$ cat src/rtl/alu_pkg.sv
`default_nettype none
// ============================================================================
// Module      : alu_pkg
// Description : Shared ALU opcode encodings, default datapath widths and the
//               16-bit immediate extension helper.
// Revision    : 1.0 - initial release
// ============================================================================

package alu_pkg;

    localparam int c_DATA_WIDTH = 32;
    localparam int c_ADDR_WIDTH = 5;
    localparam int c_REG_COUNT  = 32;
    localparam int c_IMM_WIDTH  = 16;

    typedef enum logic [2:0] {
        ALU_ADD = 3'b000,
        ALU_SUB = 3'b001,
        ALU_AND = 3'b010,
        ALU_OR  = 3'b011,
        ALU_XOR = 3'b100
    } alu_op_e;

    // Zero-extend, or replicate imm[15] when sign_ext is set.
    function automatic logic [c_DATA_WIDTH-1:0] extend_imm(
        input logic [c_IMM_WIDTH-1:0] imm,
        input logic                   sign_ext
    );
        logic fill;
        fill = sign_ext & imm[c_IMM_WIDTH-1];
        return {{(c_DATA_WIDTH-c_IMM_WIDTH){fill}}, imm};
    endfunction

endpackage

`default_nettype wire

$ cat src/rtl/reg_file.sv
`default_nettype none
// ============================================================================
// Module      : reg_file
// Description : Architectural register file, two combinational read ports,
//               one write port, hard-wired zero register. Optional same-cycle
//               write-through selected by macro OPFETCH_WB_BYPASS_EN.
// Revision    : 1.0 - initial release
// ============================================================================

module reg_file
    import alu_pkg::*;
#(
    parameter int DATA_WIDTH = c_DATA_WIDTH,
    parameter int REG_COUNT  = c_REG_COUNT,
    parameter int ADDR_WIDTH = c_ADDR_WIDTH
) (
    input  logic                  clk,
    input  logic                  rst_n,
    input  logic [ADDR_WIDTH-1:0] rsAddr,
    input  logic [ADDR_WIDTH-1:0] rtAddr,
    output logic [DATA_WIDTH-1:0] rsData,
    output logic [DATA_WIDTH-1:0] rtData,
    input  logic                  wbEnable,
    input  logic [ADDR_WIDTH-1:0] wbAddr,
    input  logic [DATA_WIDTH-1:0] wbData
);

    localparam logic [ADDR_WIDTH:0] c_REG_LIMIT = (ADDR_WIDTH+1)'(REG_COUNT);

    logic [DATA_WIDTH-1:0] r_regs [REG_COUNT];

    logic                  w_wr_en;
    logic                  w_rs_valid;
    logic                  w_rt_valid;
    logic [DATA_WIDTH-1:0] w_rs_raw;
    logic [DATA_WIDTH-1:0] w_rt_raw;

    // Address 0 and addresses beyond REG_COUNT never hold data.
    assign w_wr_en    = wbEnable && (wbAddr != '0) && ({1'b0, wbAddr} < c_REG_LIMIT);
    assign w_rs_valid = (rsAddr != '0) && ({1'b0, rsAddr} < c_REG_LIMIT);
    assign w_rt_valid = (rtAddr != '0) && ({1'b0, rtAddr} < c_REG_LIMIT);

    assign w_rs_raw = w_rs_valid ? r_regs[rsAddr] : '0;
    assign w_rt_raw = w_rt_valid ? r_regs[rtAddr] : '0;

    always_ff @(posedge clk or negedge rst_n) begin
        if (!rst_n) begin
            for (int i = 0; i < REG_COUNT; i++) begin
                r_regs[i] <= '0;
            end
        end else if (w_wr_en) begin
            r_regs[wbAddr] <= wbData;
        end
    end

`ifdef OPFETCH_WB_BYPASS_EN
    assign rsData = (w_wr_en && (rsAddr == wbAddr)) ? wbData : w_rs_raw;
    assign rtData = (w_wr_en && (rtAddr == wbAddr)) ? wbData : w_rt_raw;
`else
    assign rsData = w_rs_raw;
    assign rtData = w_rt_raw;
`endif

endmodule

`default_nettype wire

$ cat src/rtl/operand_fetch_stage.sv
`default_nettype none
// ============================================================================
// Module      : operand_fetch_stage
// Description : Reads rs/rt, selects operand B (register or extended
//               immediate) and holds operands in a one-entry valid/ready
//               register feeding the ALU. Macro: OPFETCH_WB_BYPASS_EN.
// Revision    : 1.0 - initial release
// ============================================================================

module operand_fetch_stage
    import alu_pkg::*;
#(
    parameter int DATA_WIDTH = c_DATA_WIDTH,
    parameter int REG_COUNT  = c_REG_COUNT,
    parameter int ADDR_WIDTH = c_ADDR_WIDTH
) (
    input  logic                   clk,
    input  logic                   rst_n,
    input  logic                   inValid,
    output logic                   inReady,
    input  logic [ADDR_WIDTH-1:0]  rsAddr,
    input  logic [ADDR_WIDTH-1:0]  rtAddr,
    input  logic [c_IMM_WIDTH-1:0] immediate,
    input  logic                   aluSrcImm,
    input  logic                   signExtend,
    input  logic [2:0]             aluOpIn,
    input  logic                   wbEnable,
    input  logic [ADDR_WIDTH-1:0]  wbAddr,
    input  logic [DATA_WIDTH-1:0]  wbData,
    output logic                   outValid,
    input  logic                   outReady,
    output logic [DATA_WIDTH-1:0]  operandA,
    output logic [DATA_WIDTH-1:0]  operandB,
    output logic [2:0]             aluOp
);

    logic [DATA_WIDTH-1:0] w_rs_data;
    logic [DATA_WIDTH-1:0] w_rt_data;
    logic [DATA_WIDTH-1:0] w_imm_ext;
    logic [DATA_WIDTH-1:0] w_operand_b;
    logic                  w_capture;

    logic                  r_out_valid;
    logic [DATA_WIDTH-1:0] r_operand_a;
    logic [DATA_WIDTH-1:0] r_operand_b;
    logic [2:0]            r_alu_op;

    reg_file #(
        .DATA_WIDTH (DATA_WIDTH),
        .REG_COUNT  (REG_COUNT),
        .ADDR_WIDTH (ADDR_WIDTH)
    ) u_reg_file (
        .clk      (clk),
        .rst_n    (rst_n),
        .rsAddr   (rsAddr),
        .rtAddr   (rtAddr),
        .rsData   (w_rs_data),
        .rtData   (w_rt_data),
        .wbEnable (wbEnable),
        .wbAddr   (wbAddr),
        .wbData   (wbData)
    );

    // The package helper is fixed at the default width; other widths inline it.
    generate
        if (DATA_WIDTH == c_DATA_WIDTH) begin : g_ext_pkg
            assign w_imm_ext = extend_imm(immediate, signExtend);
        end else begin : g_ext_generic
            assign w_imm_ext = {{(DATA_WIDTH-c_IMM_WIDTH){signExtend & immediate[c_IMM_WIDTH-1]}},
                                immediate};
        end
    endgenerate

    assign w_operand_b = aluSrcImm ? w_imm_ext : w_rt_data;

    assign inReady   = !r_out_valid || outReady;
    assign w_capture = inValid && inReady;

    // Capture wins over drain, so back-to-back transfers keep outValid high.
    always_ff @(posedge clk or negedge rst_n) begin
        if (!rst_n) begin
            r_out_valid <= 1'b0;
            r_operand_a <= '0;
            r_operand_b <= '0;
            r_alu_op    <= ALU_ADD;
        end else if (w_capture) begin
            r_out_valid <= 1'b1;
            r_operand_a <= w_rs_data;
            r_operand_b <= w_operand_b;
            r_alu_op    <= aluOpIn;
        end else if (outReady) begin
            r_out_valid <= 1'b0;
        end
    end

    assign outValid = r_out_valid;
    assign operandA = r_operand_a;
    assign operandB = r_operand_b;
    assign aluOp    = r_alu_op;

endmodule

`default_nettype wire

$ cat config.mk
export PLATFORM = sky130hd
export DESIGN_NAME = operand_fetch_stage
export DESIGN_NICKNAME = d
export VERILOG_FILES = /design/src/rtl/alu_pkg.sv /design/src/rtl/reg_file.sv /design/src/rtl/operand_fetch_stage.sv
export SDC_FILE = /design/constraint.sdc
export NUM_CORES = 2
export LEC_CHECK = 0
export CORE_UTILIZATION = 25
export CTS_CLUSTER_SIZE = 28
export DETAILED_ROUTE_END_ITERATION = 8
export DONT_BUFFER_PORTS = 1
export SYNTH_ARGS = -nofsm -noshare
export SYNTH_HDL_FRONTEND = slang
export SYNTH_SLANG_ARGS = --single-unit
$ cat constraint.sdc
create_clock -name clk -period 1.83 [get_ports clk]
set_input_delay 0 -clock clk [delete_from_list [all_inputs] [get_ports clk]]
set_output_delay 0 -clock clk [all_outputs]
set_load 0.05 [all_outputs]
==> results_dict.tcl <==
set metrics [dict create \
    outcome "finished with violations" \
    violations "negative hold slack, max-slew violations, negative setup slack" \
    critPathMaxStageDelay_ps 1020 \
    ctsLongestPathBuffers 3 \
    cpMaxStageDelayCell "mux4_2" \
    path_max_fanout 383 \
    path_buf_inv 1 \
    drive_gt1_share_pct 44.6 \
    row_count 175 \
    vias 38700 \
    synth_fp_nets 4187 \
    fmax_mhz 507 \
    worstSkewPairLatency_ps 760 \
    post-route-period-util_pct 108 \
    cts_root_buf "clkbuf_16" \
    min_period_ps 1970 \
    rsz0062_at_grt "true" \
    reg2reg_slack_ps -90 \
    cts.reportedPaths.clkPinSlew_ps 60 \
    p_per_area_nw_per_um2 1040 \
    async_flop_share_pct 100 \
    path_cells "mux4_2 > a21oi_1 > dlygate4sd3_1 > o21ai_1" \
    grt_pass1_wl_um 284000 \
    synthCells 4114 \
    synth.distinct_cells 51 \
    syn_area_um2 57500 \
    dieArea_um2 232000 \
    drcViolationCount 0 \
    die_height_um 482 \
    hold_viol 557 \
    crit_path_end_kind "register" \
    yosysWarnings 0 \
    drtIter0Drc 3825 \
    crit_type "in -> reg" \
    final_cells 7252 \
    reg2reg_depth 9 \
    worst_setup_path_start_kind "input pin" \
    cts_buffers 115 \
    synth-edff-count 0 \
    dp.cells 6866 \
    tritoncts "yes" \
    synthFlopType "dfrtp_1" \
    cp.arrival_ps 2600 \
    routedWlPerCell_um 27.5 \
    ir_worst_vdd_uv 866 \
    fin_nets 4210 \
    yosys.area.top_type "dfrtp_1" \
    port_buffers 0 \
    tightest_slew_ps 1600 \
    finalWirelength_um 200000 \
    final_common_cell "dfrtp_1" \
    gp_congestion 0.778 \
    vias_per_cell 5.33 \
    gr-total-overflow 0 \
    synth_seq_area_share_pct 47.5 \
    final_cell_mix "1091 x dfrtp_1, 993 x mux2_2, 384 x mux4_2, 286 x mux2i_1, 130 x buf_4" \
    worstHoldPathType "in -> async" \
    dp_hpwl_um 107000 \
    grt_max_degree 384 \
    clkSinkCount 1092 \
    synthTopCellsByArea "dfrtp_1 48%, mux2_2 19%, mux4_2 15%" \
    cts-htree-levels 3 \
    io_pins 142 \
    start_util_pct 25.2 \
    drt_pass1_iterations 5 \
    synth-seq-cells 1092 \
    synth_top_cell_area_share_pct 47.5 \
    die_w_um 482 \
    syn_area_per_cell_um2 14.0 \
    final.setup.tns_ps -1620 \
    ant_nets 0 \
    r2r_start "outValid" \
    path_delay_family "multiplexers" \
    grtUsageTotal_pct 16.7 \
    core_area_um2 228000 \
    reg2reg_to "operandA[0]" \
    finish.utilization_pct 29.7 \
    drv_cap 0 \
    area_growth_pct 17.9 \
    p_leak_nw 28.6 \
    first_global_vias 39500 \
    whs_ps -1020 \
    drv_slew 64 \
    relSlewSlack_pct -6.47 \
    setup_slack_ps -142 \
    setup_viol 41 \
    required_ps 2460 \
    finClkSkew_ps 28.3 \
    antenna_found_initial 32 \
]
[final cells by class]
cell class,count,area [µm²]
Fill cell,22600,160000
Sequential cell,1092,27300
Clock inverter,37,378
Clock buffer,178,3480
Inverter,6,28.8
Antenna cell,8,20.0
Tap cell,3009,3760
Multi-Input combinational cell,2570,28500
Timing Repair Buffer,352,4260
[registers in the layout, summed over array words and instances (netlist names)]
signal             flops
outValid               1
operandA              32
aluOp                  3
operandB              32
u_reg_file.r_regs   1024
[cell usage after synthesis (19+ instances only)]
| master | n |
|---|---|
| nor3_1 | 66 |
| nor2_1 | 122 |
| buf_1 | 58 |
| a221o_1 | 46 |
| buf_6 | 27 |
| buf_4 | 34 |
| mux2i_1 | 286 |
| a21oi_1 | 81 |
| o31ai_1 | 31 |
| and3_1 | 19 |
| a22oi_1 | 77 |
| o221ai_1 | 63 |
| nand3_1 | 21 |
| o21ai_0 | 90 |
| dfrtp_1 | 1092 |
| mux4_2 | 384 |
| or3_1 | 32 |
| buf_2 | 79 |
| o21ai_1 | 35 |
| mux2_2 | 993 |
| clkbuf_1 | 249 |
| a211oi_1 | 31 |
| nand2_1 | 108 |
[repair_timing]
action                                  in CTS  in global routing
gates cloned                                 2                 10
setup buffers                                2                 16
pin swaps                                    3                 16
hold buffers                               133                  7
endpoints found under the setup margin      49                300
resized for setup                           12                 41
hold endpoints to repair                  1551                559
[how the worst max path moves through the flow]
stage | end | start | cells after the start | slack, ps
detailed placement | u_reg_file.r_regs[742] | rst_n | 3 | -730
global placement | u_reg_file.r_regs[102] | rst_n | 3 | -710
global route | operandA[2] | outValid | 7 | -130
floorplan | operandA[10] | outValid | 8 | -250
finish | operandA[20] | rsAddr[0] | 4 | -140
CTS | operandB[25] | outValid | 8 | -40
[kinds of logic after synthesis]
group,Yosys count,synth area share [%]
AO/OA/AOI/OAI,511,6.19
buffers and inverters,453,3.70
flip-flops,1092,47.5
multiplexers,1663,39.5
AND/OR/NAND/NOR,395,3.15
[power by group]
part | switching [mW] | leakage [nW] | internal, mW
sequential | 3.46 | 14.0 | 28.7
clock | 10.2 | 1.91 | 13.9
combinational | 5.76 | 12.6 | 8.35
[worst reg2reg max path: cells and delay by family (launching register included)]
family          cells  cell delay [ps]
compound gates      3              530
simple gates        2              300
flops               1              350
buf+inv             4              680
[through the flow]
step	worst slack [ps]	hold slack (ps)	power [mW]	instance area (µm²)
6_report	-142	-1020	70.3	67800
5_1_grt	-125	-1060	73.2	67800
4_1_cts	-36.5	-1100	70.3	67200
3_5_place_dp	-732	-270	45.3	61800
3_3_place_gp	-710	-271	44.6	61800
2_1_floorplan	-254	-296	42.0	57700
[routing by layer]
metal  routed length (µm)  up-vias  track usage, %
met3                12700      439            2.79
li1                     -    15800               -
met4                 9830       18            8.03
met1                79600    20800            20.8
met5                  118        -               0
met2                97500     1535            28.0
(Power assumes the default switching activity.)
